## src/rtl/alu_bist_pkg.sv

```systemverilog
// Shared definitions for the ALU built-in self-test: op codes, FSM encoding
// and the layout of one test vector.
package alu_bist_pkg;

    localparam logic [3:0] OP_AND = 4'b0000;
    localparam logic [3:0] OP_OR  = 4'b0001;
    localparam logic [3:0] OP_ADD = 4'b0010;
    localparam logic [3:0] OP_SUB = 4'b0110;
    localparam logic [3:0] OP_SLT = 4'b0111;
    localparam logic [3:0] OP_NOR = 4'b1100;

    localparam logic [3:0] NO_FAIL_INDEX = 4'hF;
    localparam logic [3:0] FAIL_COUNT_MAX = 4'hF;

    typedef enum logic [2:0] {
        ST_IDLE   = 3'd0,
        ST_DRIVE  = 3'd1,
        ST_SETTLE = 3'd2,
        ST_CHECK  = 3'd3,
        ST_DONE   = 3'd4
    } bist_state_t;

    typedef struct packed {
        logic [3:0]  op;
        logic [31:0] a;
        logic [31:0] b;
        logic [31:0] result;
    } vector_t;

    // Flags the ALU must report for a given result: {ZR, NG}.
    function automatic logic [1:0] expected_flags(input logic [31:0] result);
        return {(result == 32'd0), result[31]};
    endfunction

endpackage

```

## src/rtl/alu_bist_rom.sv

```systemverilog
// Fixed ALU test-vector table; a combinational index-to-record lookup kept
// apart from the controller so the table can be swapped independently.
module alu_bist_rom
    import alu_bist_pkg::*;
(
    input  logic [3:0] index,
    output vector_t    vector
);

    // Table lookup; unused indices return an all-zero AND vector.
    always_comb begin
        vector = '{OP_AND, 32'd0, 32'd0, 32'd0};
        case (index)
            4'd0:    vector = '{OP_ADD, 32'd2565, 32'd1560, 32'h0000101D};
            4'd1:    vector = '{OP_AND, 32'd2565, 32'd1560, 32'h00000200};
            4'd2:    vector = '{OP_SUB, 32'd2565, 32'd1560, 32'h000003ED};
            4'd3:    vector = '{OP_OR,  32'd2565, 32'd1560, 32'h00000E1D};
            4'd4:    vector = '{OP_NOR, 32'd2565, 32'd1560, 32'hFFFFF1E2};
            4'd5:    vector = '{OP_SLT, 32'd2565, 32'd1560, 32'h00000000};
            4'd6:    vector = '{OP_SLT, 32'd1560, 32'd2565, 32'h00000001};
            4'd7:    vector = '{OP_SUB, 32'd1560, 32'd1560, 32'h00000000};
            4'd8:    vector = '{OP_SUB, 32'd1560, 32'd2565, 32'hFFFFFC13};
            default: vector = '{OP_AND, 32'd0, 32'd0, 32'd0};
        endcase
    end

endmodule

```

## src/rtl/alu_bist.sv

```systemverilog
// ALU self-test controller: walks the vector table, drives the ALU, waits for
// it to settle, then checks result and flags and accumulates a verdict.
module alu_bist
    import alu_bist_pkg::*;
#(
    parameter int SETTLE_CYCLES = 1,
    parameter int STOP_ON_FAIL  = 0,
    parameter int NUM_VECTORS   = 9
) (
    input  logic        clk,
    input  logic        reset,
    input  logic        start,
    output logic [3:0]  alu_operation,
    output logic [31:0] alu_in_x,
    output logic [31:0] alu_in_y,
    input  logic [31:0] alu_out_s,
    input  logic        alu_zr,
    input  logic        alu_ng,
    output logic        busy,
    output logic        done,
    output logic        pass,
    output logic [3:0]  fail_count,
    output logic [3:0]  first_fail_index
);

    localparam logic [3:0] LAST_INDEX  = 4'(NUM_VECTORS - 1);
    localparam logic [3:0] SETTLE_LAST = 4'(SETTLE_CYCLES - 1);

    bist_state_t state;
    bist_state_t state_next;
    logic [3:0]  index;
    logic [3:0]  wait_count;
    vector_t     vec;
    logic        mismatch;
    logic        halt;
    logic [3:0]  fail_count_inc;

    alu_bist_rom u_rom (
        .index  (index),
        .vector (vec)
    );

    // Compare the sampled ALU outputs with the current table entry.
    always_comb begin
        mismatch = (alu_out_s != vec.result) ||
                   ({alu_zr, alu_ng} != expected_flags(vec.result));
        halt     = (index == LAST_INDEX) || ((STOP_ON_FAIL != 0) && mismatch);
        if (fail_count == FAIL_COUNT_MAX) begin
            fail_count_inc = fail_count;
        end else begin
            fail_count_inc = fail_count + 4'd1;
        end
    end

    // Next-state logic.
    always_comb begin
        state_next = state;
        case (state)
            ST_IDLE: begin
                if (start) begin
                    state_next = ST_DRIVE;
                end else begin
                    state_next = ST_IDLE;
                end
            end
            ST_DRIVE: state_next = ST_SETTLE;
            ST_SETTLE: begin
                if (wait_count == SETTLE_LAST) begin
                    state_next = ST_CHECK;
                end else begin
                    state_next = ST_SETTLE;
                end
            end
            ST_CHECK: begin
                if (halt) begin
                    state_next = ST_DONE;
                end else begin
                    state_next = ST_DRIVE;
                end
            end
            ST_DONE: state_next = ST_IDLE;
            default: state_next = ST_IDLE;
        endcase
    end

    // State register.
    always_ff @(posedge clk) begin
        if (!reset) begin
            state <= ST_IDLE;
        end else begin
            state <= state_next;
        end
    end

    // Datapath and registered outputs; busy/done follow the state being entered.
    always_ff @(posedge clk) begin
        if (!reset) begin
            index            <= 4'd0;
            wait_count       <= 4'd0;
            alu_operation    <= OP_AND;
            alu_in_x         <= 32'd0;
            alu_in_y         <= 32'd0;
            busy             <= 1'b0;
            done             <= 1'b0;
            pass             <= 1'b0;
            fail_count       <= 4'd0;
            first_fail_index <= NO_FAIL_INDEX;
        end else begin
            busy <= (state_next != ST_IDLE);
            done <= (state_next == ST_DONE);
            case (state)
                ST_IDLE: begin
                    if (start) begin
                        index            <= 4'd0;
                        fail_count       <= 4'd0;
                        first_fail_index <= NO_FAIL_INDEX;
                        pass             <= 1'b0;
                    end
                end
                ST_DRIVE: begin
                    alu_operation <= vec.op;
                    alu_in_x      <= vec.a;
                    alu_in_y      <= vec.b;
                    wait_count    <= 4'd0;
                end
                ST_SETTLE: wait_count <= wait_count + 4'd1;
                ST_CHECK: begin
                    if (mismatch) begin
                        fail_count <= fail_count_inc;
                        if (first_fail_index == NO_FAIL_INDEX) begin
                            first_fail_index <= index;
                        end
                    end
                    // The verdict must include the check being retired now.
                    if (halt) begin
                        pass <= (fail_count == 4'd0) && !mismatch;
                    end else begin
                        index <= index + 4'd1;
                    end
                end
                ST_DONE: begin
                end
                default: begin
                end
            endcase
        end
    end

endmodule

```

## config.mk

```make
export PLATFORM = sky130hd
export DESIGN_NAME = alu_bist
export DESIGN_NICKNAME = d
export VERILOG_FILES = /design/src/rtl/alu_bist_pkg.sv /design/src/rtl/alu_bist_rom.sv /design/src/rtl/alu_bist.sv
export SDC_FILE = /design/constraint.sdc
export NUM_CORES = 1
export LEC_CHECK = 0
export ABC_AREA = 0
export CAP_MARGIN = 20
export CELL_PAD_IN_SITES_DETAIL_PLACEMENT = 1
export CELL_PAD_IN_SITES_GLOBAL_PLACEMENT = 1
export CORE_MARGIN = 8
export CORE_UTILIZATION = 29
export CTS_CLUSTER_DIAMETER = 40
export DETAILED_ROUTE_END_ITERATION = 16
export PLACE_DENSITY_LB_ADDON = 0.1
export SLEW_MARGIN = 10
export SYNTH_ARGS = -nofsm -noshare
export SYNTH_HDL_FRONTEND = slang
export SYNTH_SLANG_ARGS = --single-unit
```

## constraint.sdc

```tcl
create_clock -name clk -period 2.6 [get_ports clk]
set_clock_uncertainty 0.2 [all_clocks]
set_input_delay 0.65 -clock clk [delete_from_list [all_inputs] [get_ports clk]]
set_output_delay 0.65 -clock clk [all_outputs]
set_load 0.1 [all_outputs]
```

==> metrics.md <==
| Metric | Value |
|---|---|
| Vias after detailed routing | 2,344 |
| Pre-CTS WS | -0.398 ns |
| Leading area contributor after synthesis | dfxtp_1 |
| Worst-path cell chain | clkdlybuf4s50_1, or4_4, nor4_4, o22ai_2, nor4_4, buf_6, nand4_1, a21oi_1 |
| IO Port Bufs | 65 |
| Slew Viols, Final | 0 |
| Critical Path Fanout Max | 6 |
| Core Region | 0.00915 mm² |
| H-tree lvl count | 2 |
| Reg clk slew, reported paths | 0.10 ns |
| Cell Count, Final, Fillers Out | 518 |
| Ports | 116 |
| Synth unique cells | 51 |
| Yosys top cell area share | 0.355 |
| WP buf/inv | 2 |
| Total Die Area | 0.0127 mm² |
| Crit start category | input port |
| CP arrival | 2.56 ns |
| Final Cycle Share | 0.971 |
| Routed wire per std cell | 14.4 µm |
| Max Freq | 0.396 GHz |
| DRT Wirelength | 7.44 mm |
| Sequential area share after synthesis | 0.355 |
| Synthesized area per cell | 8.38 µm² |
| Setup ws final | 0.0745 ns |
| Most used cell, CP | nor4_4 |
| Setup violators final | 0 |
| Vias per inst | 4.53 |
| Synth cell count leaders | 59 x buf_4, 48 x dfxtp_1, 42 x nand2_1 |
| HPWL after DPL | 5.99 mm |
| Run status | complete, no violations |
| Die Y | 113 µm |
| Diode count | 0 |
| Largest net degree at the start of global routing | 17 |
| CP max stage cell | or4_4 |
| CTS tree | built |
| Dominant cells by area after synthesis | dfxtp_1 36%, buf_4 16%, nand2_1 5.8% |
| Number of global-route vias before repair | 2,442 |
| # rows | 35 |
| Final instance area | 0.00360 mm² |
| Peak VDD IR | 317 µV |
| Final setup TNS | 0 ns |
| Worst skew pair latency | 0.32 ns |
| Yosys reg bits | 48 |
| DRC viols | 0 |
| Worst Hold Class | reg -> reg |
| Max incr delay on CP | 0.53 ns |
| Top_reg_cell synth | dfxtp_1 |
| GP Congestion | 0.774 |
| Worst path required time | 2.64 ns |
| Critical path type | in -> reg |
| RSZ-0062 raised after global routing | yes |
| Mapped cell area | 0.00271 mm² |
| EDFF count, synth | 0 |
| Lkg Pwr | 0.00160 µW |
| First-pass GRT wire length | 12.1 mm |
| 1st-iter DRT viols | 32 |
| Longest Clk Path Bufs | 2 |
| # nets final | 454 |
| Initial Util | 0.296 |
| Fillcell total | 1,102 |
| Num Clock Sinks | 48 |
| Max-Cap Viols | 0 |
| Grt ovf | 0 |
| Placed insts | 509 |
| Pre-Repair DR Iteration Count | 3 |
| Root Driver | clkbuf_8 |
| Die X | 113 µm |
| Async SR Flop Fraction | 0 |
| Placed Area | 0.00335 mm² |
| Cts bufs inserted | 5 |
| Cell count after synthesis | 323 |
| Post-route ant nets | 0 |
| Crit path capture type | register |
| Area Growth Syn to Fin | 32.9% |
| Ys Warns | 0 |
| Pwr dens | 623 mW/mm² |
| Final core occ | 0.393 |
| Initial antenna violation count | 0 |
| Final hold vios | 0 |
| Layout cells sized above 1 | 0.214 |
| Most frequent cell after synthesis | buf_4 |
| Tot GR Track Use | 0.117 |
| Family with the most delay on the worst path | simple AND/OR/NAND/NOR gates |
| Min Tclk post-route | 2.53 ns |
==> final timing paths <==
| check | from | endpoint | slack [ns] | cells past startpoint |
|---|---|---|---|---|
| min reg2reg | u_rom.vector[73] | alu_in_x[9] | 0.23 | 2 |
| min | u_rom.vector[73] | alu_in_x[9] | 0.23 | 2 |
| max reg2reg | state[0] | pass | 0.30 | 8 |
| max | alu_out_s[27] | pass | 0.07 | 8 |
==> sequential cells by signal, indices dropped and copies added (netlist names), 2 cells and up <==
name	cells
fail_count	4
index	4
wait_count	4
state	3
first_fail_index	4
alu_operation	4
alu_in_y	2
u_rom.vector	17
alu_in_x	3
==> stage by stage <==
step                      total power (µW)  hold slack, ns
after floorplan                       1490           0.217
after global placement                1590           0.228
after detailed placement              1590           0.230
after CTS                             2260           0.244
after global routing                  2330           0.259
final                                 2240           0.229
==> cell usage in the layout (no fill, tap or decap), types with 4 or more instances in the layout <==
cell type | synthesis | layout
clkdlybuf4s50_1 | 0 | 29
nand3_1 | 12 | 11
conb_1 | 1 | 50
inv_1 | 12 | 12
buf_4 | 59 | 56
nand4_1 | 5 | 5
dlymetal6s2s_1 | 0 | 4
and3_1 | 5 | 5
o21ai_0 | 8 | 8
dfxtp_1 | 48 | 48
clkbuf_8 | 0 | 5
nor2_1 | 16 | 16
xnor2_1 | 4 | 4
nand2_1 | 42 | 42
a21oi_1 | 22 | 22
ha_1 | 11 | 9
o32ai_1 | 4 | 4
or3_1 | 6 | 6
nor3_1 | 9 | 8
or4_4 | 2 | 5
==> timing repair <==
action | 4_1_cts | 5_1_grt
endpoints found under the setup margin | 4 | 14
cloned | 1 | 0
gates resized for setup | 9 | 16
hold buffers | 0 | 0
setup buffers | 0 | 0
pin swaps | 7 | 6
==> metal layers <==
layer | global-route usage | wire length, µm
met5 | 0 | 0
met1 | 0.135 | 3270
met2 | 0.200 | 3540
met3 | 0.0344 | 515
met4 | 0.0459 | 113
==> area by class of cell <==
class                   count  area, µm²  area share
clock buffers               5       68.8      0.0191
well taps                 111        139      0.0386
flip-flops and latches     48        961       0.267
inverters                  13       48.8      0.0136
clock inverters             3       68.8      0.0191
repair buffers             95        823       0.229
multi-input cells         243       1490       0.414
==> cells by family (layout without fill, tap and decap cells) <==
group,after synthesis,count (layout),share of synthesized area
multiplexers,1,1,0.00370
adder cells (fa/ha/maj),11,11,0.0509
other,1,50,0.00139
AND/OR/NAND/NOR,122,122,0.242
flip-flops,48,48,0.355
AO/OA/AOI/OAI,52,52,0.126
XOR/XNOR,7,7,0.0227
buffers and inverters,81,116,0.198
==> worst register-to-register path, delay by kind of cell, from the launching register on <==
kind / cells / cell delay [ns]
AO/OA/AOI/OAI: 2 / 0.36
buffers and inverters: 2 / 0.33
flip-flops: 1 / 0.49
AND/OR/NAND/NOR: 4 / 0.84
==> where the power goes <==
group          internal, µW  total, µW  switching (µW)
Clock                   387        660             273
Combinational           160        797             637
Sequential              762        785            23.1
Power figures use the tool's default switching activity.
